--- src/rtl/id_operand_resolver_pkg.sv ---
// Shared bypass-bus layout between the bypass producer and the ID-stage operand resolver.
// Each stage slice is {w_addr, w_data, data_valid, rf_w_en}; EXE sits in the MSBs, WB in the LSBs.
package id_operand_resolver_pkg;

  localparam int ADDR_W          = 5;
  localparam int DATA_W          = 32;
  localparam int STG_W           = ADDR_W + DATA_W + 2;
  localparam int BY_TO_ID_BUS_WD = 3 * STG_W;

  // Field offsets inside one stage slice
  localparam int RF_W_EN_OFF    = 0;
  localparam int DATA_VALID_OFF = 1;
  localparam int W_DATA_OFF     = 2;
  localparam int W_ADDR_OFF     = W_DATA_OFF + DATA_W;

  // Slice offsets inside the bus
  localparam int WB_OFF  = 0;
  localparam int MEM_OFF = STG_W;
  localparam int EXE_OFF = 2 * STG_W;

  typedef struct packed {
    logic [ADDR_W-1:0] w_addr;
    logic [DATA_W-1:0] w_data;
    logic              data_valid;
    logic              rf_w_en;
  } byp_stg_t;

  typedef struct packed {
    logic [DATA_W-1:0] data;
    logic              ready;
  } opnd_t;

  function automatic byp_stg_t get_stg(input logic [BY_TO_ID_BUS_WD-1:0] bus, input int off);
    byp_stg_t s;
    s.w_addr     = bus[off + W_ADDR_OFF +: ADDR_W];
    s.w_data     = bus[off + W_DATA_OFF +: DATA_W];
    s.data_valid = bus[off + DATA_VALID_OFF];
    s.rf_w_en    = bus[off + RF_W_EN_OFF];
    return s;
  endfunction

endpackage

--- src/rtl/regfile_2r1w.sv ---
// Register file: two asynchronous read ports, one synchronous write port, r0 reads as zero.
// Reads are zero-latency; writes land at the clock edge; no backpressure.
module regfile_2r1w #(
  parameter int NREG   = 32,
  parameter int ADDR_W = 5,
  parameter int DATA_W = 32
) (
  input  logic              clk,
  input  logic              reset,
  input  logic [ADDR_W-1:0] raddr0,
  output logic [DATA_W-1:0] rdata0,
  input  logic [ADDR_W-1:0] raddr1,
  output logic [DATA_W-1:0] rdata1,
  input  logic              we,
  input  logic [ADDR_W-1:0] waddr,
  input  logic [DATA_W-1:0] wdata
);

  logic [DATA_W-1:0] mem [NREG];

  always_ff @(posedge clk) begin
    if (reset) begin
      for (int i = 0; i < NREG; i++) mem[i] <= '0;
    end else if (we && (waddr != '0)) begin
      mem[waddr] <= wdata;
    end
  end

  assign rdata0 = (raddr0 == '0) ? '0 : mem[raddr0];
  assign rdata1 = (raddr1 == '0) ? '0 : mem[raddr1];

endmodule

--- src/rtl/id_operand_resolver.sv ---
// ID-stage operand resolver: EXE > MEM > WB > RF bypass with load-use interlock and operand hold.
// Operands and id_ready_go are combinational (zero latency); resolved values are held while EXE stalls ID.
module id_operand_resolver
  import id_operand_resolver_pkg::*;
#(
  parameter int NREG  = 32,
  parameter int CNT_W = 16
) (
  input  logic                       clk,
  input  logic                       reset,
  input  logic [BY_TO_ID_BUS_WD-1:0] BY_to_ID_bus,
  input  logic                       id_valid,
  input  logic [ADDR_W-1:0]          id_src1_addr,
  input  logic                       id_src1_use,
  input  logic [ADDR_W-1:0]          id_src2_addr,
  input  logic                       id_src2_use,
  input  logic                       exe_allowin,
  input  logic                       flush,
  output logic [DATA_W-1:0]          id_src1_data,
  output logic [DATA_W-1:0]          id_src2_data,
  output logic                       id_ready_go,
  output logic [CNT_W-1:0]           hazard_stall_cnt
);

  byp_stg_t exe_stg, mem_stg, wb_stg;
  assign exe_stg = get_stg(BY_to_ID_bus, EXE_OFF);
  assign mem_stg = get_stg(BY_to_ID_bus, MEM_OFF);
  assign wb_stg  = get_stg(BY_to_ID_bus, WB_OFF);

  logic [1:0][ADDR_W-1:0] src_addr;
  logic [1:0]             src_use;
  logic [1:0][DATA_W-1:0] rf_rdata;
  logic [1:0][DATA_W-1:0] src_data;
  logic [1:0]             src_ready;
  logic                   fire;

  assign src_addr = {id_src2_addr, id_src1_addr};
  assign src_use  = {id_src2_use, id_src1_use};

  regfile_2r1w #(
    .NREG   (NREG),
    .ADDR_W (ADDR_W),
    .DATA_W (DATA_W)
  ) u_rf (
    .clk    (clk),
    .reset  (reset),
    .raddr0 (id_src1_addr),
    .rdata0 (rf_rdata[0]),
    .raddr1 (id_src2_addr),
    .rdata1 (rf_rdata[1]),
    .we     (wb_stg.rf_w_en & wb_stg.data_valid),
    .waddr  (wb_stg.w_addr),
    .wdata  (wb_stg.w_data)
  );

  // The youngest matching producer decides; an unready one is never bypassed by an older stage.
  function automatic opnd_t resolve(input byp_stg_t exe, input byp_stg_t mem, input byp_stg_t wb,
                                    input logic [ADDR_W-1:0] addr, input logic [DATA_W-1:0] rf_data);
    opnd_t r;
    r.data  = rf_data;
    r.ready = 1'b1;
    if (addr == '0) begin
      r.data = '0;
    end else if (exe.rf_w_en && (exe.w_addr == addr)) begin
      r.data  = exe.w_data;
      r.ready = exe.data_valid;
    end else if (mem.rf_w_en && (mem.w_addr == addr)) begin
      r.data  = mem.w_data;
      r.ready = mem.data_valid;
    end else if (wb.rf_w_en && (wb.w_addr == addr)) begin
      r.data  = wb.w_data;
      r.ready = wb.data_valid;
    end
    return r;
  endfunction

  for (genvar s = 0; s < 2; s++) begin : g_src
    opnd_t             res;
    logic              hold_vld_q;
    logic [DATA_W-1:0] hold_q;
    logic              capture;

    always_comb res = resolve(exe_stg, mem_stg, wb_stg, src_addr[s], rf_rdata[s]);

    assign src_ready[s] = hold_vld_q | ~src_use[s] | res.ready;
    assign src_data[s]  = hold_vld_q ? hold_q : res.data;
    assign capture      = id_valid & ~flush & ~exe_allowin & ~hold_vld_q & (~src_use[s] | res.ready);

    always_ff @(posedge clk) begin
      if (reset) begin
        hold_vld_q <= 1'b0;
        hold_q     <= '0;
      end else if (flush || fire) begin
        hold_vld_q <= 1'b0;
      end else if (capture) begin
        hold_vld_q <= 1'b1;
        hold_q     <= res.data;
      end
    end
  end

  assign id_ready_go  = &src_ready;
  assign fire         = id_valid & id_ready_go & exe_allowin;
  assign id_src1_data = src_data[0];
  assign id_src2_data = src_data[1];

  always_ff @(posedge clk) begin
    if (reset) begin
      hazard_stall_cnt <= '0;
    end else if (id_valid && !id_ready_go && !flush && (hazard_stall_cnt != {CNT_W{1'b1}})) begin
      hazard_stall_cnt <= hazard_stall_cnt + 1'b1;
    end
  end

endmodule

--- config.mk ---
export PLATFORM = sky130hd
export DESIGN_NAME = id_operand_resolver
export DESIGN_NICKNAME = d
export VERILOG_FILES = /design/src/rtl/id_operand_resolver_pkg.sv /design/src/rtl/regfile_2r1w.sv /design/src/rtl/id_operand_resolver.sv
export SDC_FILE = /design/constraint.sdc
export NUM_CORES = 2
export LEC_CHECK = 0
export BUFFER_PORTS_ARGS = -buffer_cell sky130_fd_sc_hd__buf_2
export CAP_MARGIN = 10
export CORE_MARGIN = 4
export CORE_UTILIZATION = 30
export DETAILED_ROUTE_END_ITERATION = 7
export SETUP_SLACK_MARGIN = 0.4
export SLEW_MARGIN = 20
export SYNTH_ARGS = -nofsm -noshare
export SYNTH_HDL_FRONTEND = slang
export SYNTH_SLANG_ARGS = --single-unit
--- constraint.sdc ---
create_clock -name clk -period 8.6 [get_ports clk]
set_clock_uncertainty 0.05 [all_clocks]
set_input_delay 0.43 -clock clk [delete_from_list [all_inputs] [get_ports clk]]
set_output_delay 0.43 -clock clk [all_outputs]
set_load 0.005 [all_outputs]
==> summary.md <==
| Metric | Value |
|---|---|
| Status | `finished clean` |
| Die Y | `roughly 460 um` |
| Commonest non-fill, non-tap cell in the layout | `edfxtp_1` |
| Logic depth of the worst register-to-register path | `7` |
| Synth cell types | `around 70` |
| Reg-to-reg setup timing slack | `approximately 5.0 ns` |
| Post-synth top flop | `edfxtp_1` |
| CTS root buf | `clkbuf_16` |
| Top Ports | `around 220` |
| Syn Std Cell Area | `slightly above 60000 um2` |
| Synthesis warning total | `0` |
| Synth async-reset ratio | `0` |
| Max Clk Rate | `roughly 190 MHz` |
| Total congestion overflow | `0` |
| Antenna violations before repair | `30` |
| Pre-CTS setup slack | `~3.3 ns` |
| Period Utilization, post-route | `0.616` |
| DRC | `0` |
| Worst-path cell chain | `clkbuf_8, buf_4, mux4_2, mux2_2, a221oi_1, nor4_1, a211oi_1, nand2_1, a32o_1, buf_2` |
| #FFs+latches synth | `between 1000 and 1500` |
| Crit Path Category | `in2out` |
| Worst Setup End Kind | `output pin` |
| Hold-fix buffers, CTS | `50` |
| Starting Density | `0.303` |
| WP depth | `10` |
| Syn_area_per_cell | `13.5 um2` |
| Placed cell area | `64500 um2` |
| R2r startpoint | `u_rf.mem[19][8]` |
| Worst hold stages | `3` |
| Slew HR | `0.162` |
| Number of I/O port buffers | `~210` |
| WL/cell | `about 31 um` |
| Layout Utilization | `0.344` |
| HP Class | `in2reg` |
| Number of global-route vias before repair | `between 40000 and 50000` |
| Clk_lat worst skew | `a little under 0.8 ns` |
| Largest stage delay, worst path | `0.78 ns` |
| Post_cts resized | `0` |
| Top delay family on crit path | `compound AO/OA/AOI/OAI gates` |
| Most frequent cells in the layout | `edfxtp_1 (1024), and2_1 (994), mux4_2 (391)` |
| CTS tree | `built` |
| CP required | `between 8 and 9 ns` |
| Critical Path Slowest Stage Cell | `buf_4` |
| Std-Cell Rows | `~160` |
| Post-synth top area share | `0.507` |
| Post-synth EDFFs | `1024` |
| RSZ-0062 raised after global routing | `false` |
| Setup Buffers After CTS | `0` |
| Avg Vias per Cell | `slightly below 6` |
| 1st-iter DRT viols | `approximately 6100` |
| Crit path from | `id_src1_addr[0]` |
| Max Cap Viol | `0` |
| Clock buffer count from CTS | `113` |
| Share of cells above drive strength 1 | `0.233` |
| Final wirelength | `around 230000 um` |
| VDD IR-drop max | `0.000177 V` |
| Num Clock Sinks | `approximately 1100` |
| Drt first pass iters | `8` |
| Maximum buffer depth of the clock tree | `3` |
| Hold Vio Cnt, Final | `0` |
| Core box area | `roughly 200000 um2` |
| CTS HTree Levels | `3` |
| Minimum clock period | `about 5.3 ns` |
| Power per cell area | `between 150 and 200 nW/um2` |
| Total power | `approximately 13 mW` |
| Final ANT Viol Nets | `0` |
| Die footprint | `~210000 um2` |
| Fin nets | `between 4000 and 5000` |
| RD Place Congestion | `roughly 0.89` |
| First-pass GRT wire length | `321000 um` |
| Least-Margin Pin Slew | `1.25 ns` |
| Synth top area cells | `edfxtp_1 (51%), mux4_2 (15%), and2_1 (10%)` |
| Die width | `around 460 um` |
| Final Max Tran Viols | `0` |
| Pleak | `23.8 nW` |
| Clk slew on worst S/H paths | `0.07 ns` |
| Leading area contributor after synthesis | `edfxtp_1` |
| Gr usage total | `0.213` |
| Hold Path Origin | `BY_to_ID_bus[90]` |
| Worst-path maximum fanout | `41` |
| Critical Path Start Type | `input pin` |
| Worst hold slack | `between 0.03 and 0.04 ns` |
| Largest net degree at the start of global routing | `117` |
| Worst EP arrival | `about 4.8 ns` |
| Gate Count Post-Synth | `approximately 4500` |
| Final setup TNS | `0 ns` |
| Cells after DPL | `between 7000 and 8000` |
| Worst Path Buf+Inv | `3` |
| Post-Layout Cell Count | `between 7000 and 8000` |
| Final instance area | `between 60000 and 70000 um2` |
| Seq/Total Area, Yosys | `0.535` |
| Area growth syn-to-layout | `13.6%` |
| Setup WS post-layout | `3.30 ns` |
| DR vias | `roughly 43000` |
| HPWL after DPL | `between 100000 and 150000 um` |
| Setup Viol. Count Final | `0` |
-- routing by layer --
| layer | global-route usage | wire length [um] | share of wire |
|---|---|---|---|
| met4 | 0.122 | 15500 | 0.068 |
| met5 | 0 | 26 | 0.00011 |
| met1 | 0.272 | 86600 | 0.38 |
| met2 | 0.329 | 102000 | 0.45 |
| met3 | 0.0524 | 24500 | 0.11 |
-- state kept, by name, indices dropped and copies added, names as in the netlist --
| register | flops |
|---|---|
| g_src.hold_q | 64 |
| g_src.hold_vld_q | 2 |
| hazard_stall_cnt | 16 |
| u_rf.mem | 1024 |
-- where the power goes --
group          switching [mW]  total, mW  internal [mW]
sequential              0.139       6.29           6.15
combinational            1.07       1.75          0.684
clock                    2.27       5.06           2.79
total                    3.48       13.1           9.62
-- cells by family after synthesis --
group	count (synthesis)	share of synthesized area
AOI/OAI and AO/OA	613	0.0819
muxes	733	0.203
and+or+nand+nor	1502	0.144
DFF	1106	0.535
buffers and inverters	487	0.0317
xor gates and xnor gates	30	0.00446
other	1	0.0000619
adders and majority gates	1	0.000206
-- cell usage after synthesis, types with 35 or more instances --
library cell	number
edfxtp_1	1024
mux4_2	391
mux2i_1	278
or3_1	37
and2_1	994
a22oi_1	93
buf_2	43
nor4_1	35
clkbuf_1	400
o21ai_0	39
a22o_1	96
buf_1	35
o221ai_1	63
mux2_2	43
nand2_1	126
dfxtp_1	82
nor2_1	142
a21oi_1	35
a31oi_1	46
nand3_1	41
-- area by class of cell --
| type | instances | area [um2] |
|---|---|---|
| inverter | 2 | 7.51 |
| tap | 2656 | 3320 |
| clock inverter | 72 | 753 |
| fill | 19457 | 131000 |
| clock buffer | 136 | 2950 |
| antenna | 8 | 20.0 |
| sequential | 1106 | 32400 |
| timing repair buffer | 400 | 2710 |
| multi-input combinational | 2911 | 26700 |
-- worst reg2reg max path, stage by stage (launching register included) --
cell and delay, ns:
edfxtp_1 0.39, mux4_2 0.47, mux2_2 0.28, a221oi_1 0.69, nor4_1 0.16, a211oi_1 0.76, o31ai_2 0.11, dlygate4sd3_1 0.57
-- worst paths after layout --
kind,end
setup / recovery,id_src1_data[8]
hold reg to reg,g_src[1].hold_q[9]
hold / removal,g_src[0].hold_q[10]
setup reg to reg,g_src[0].hold_q[8]
No activity file was read; power rests on OpenSTA's default activity.
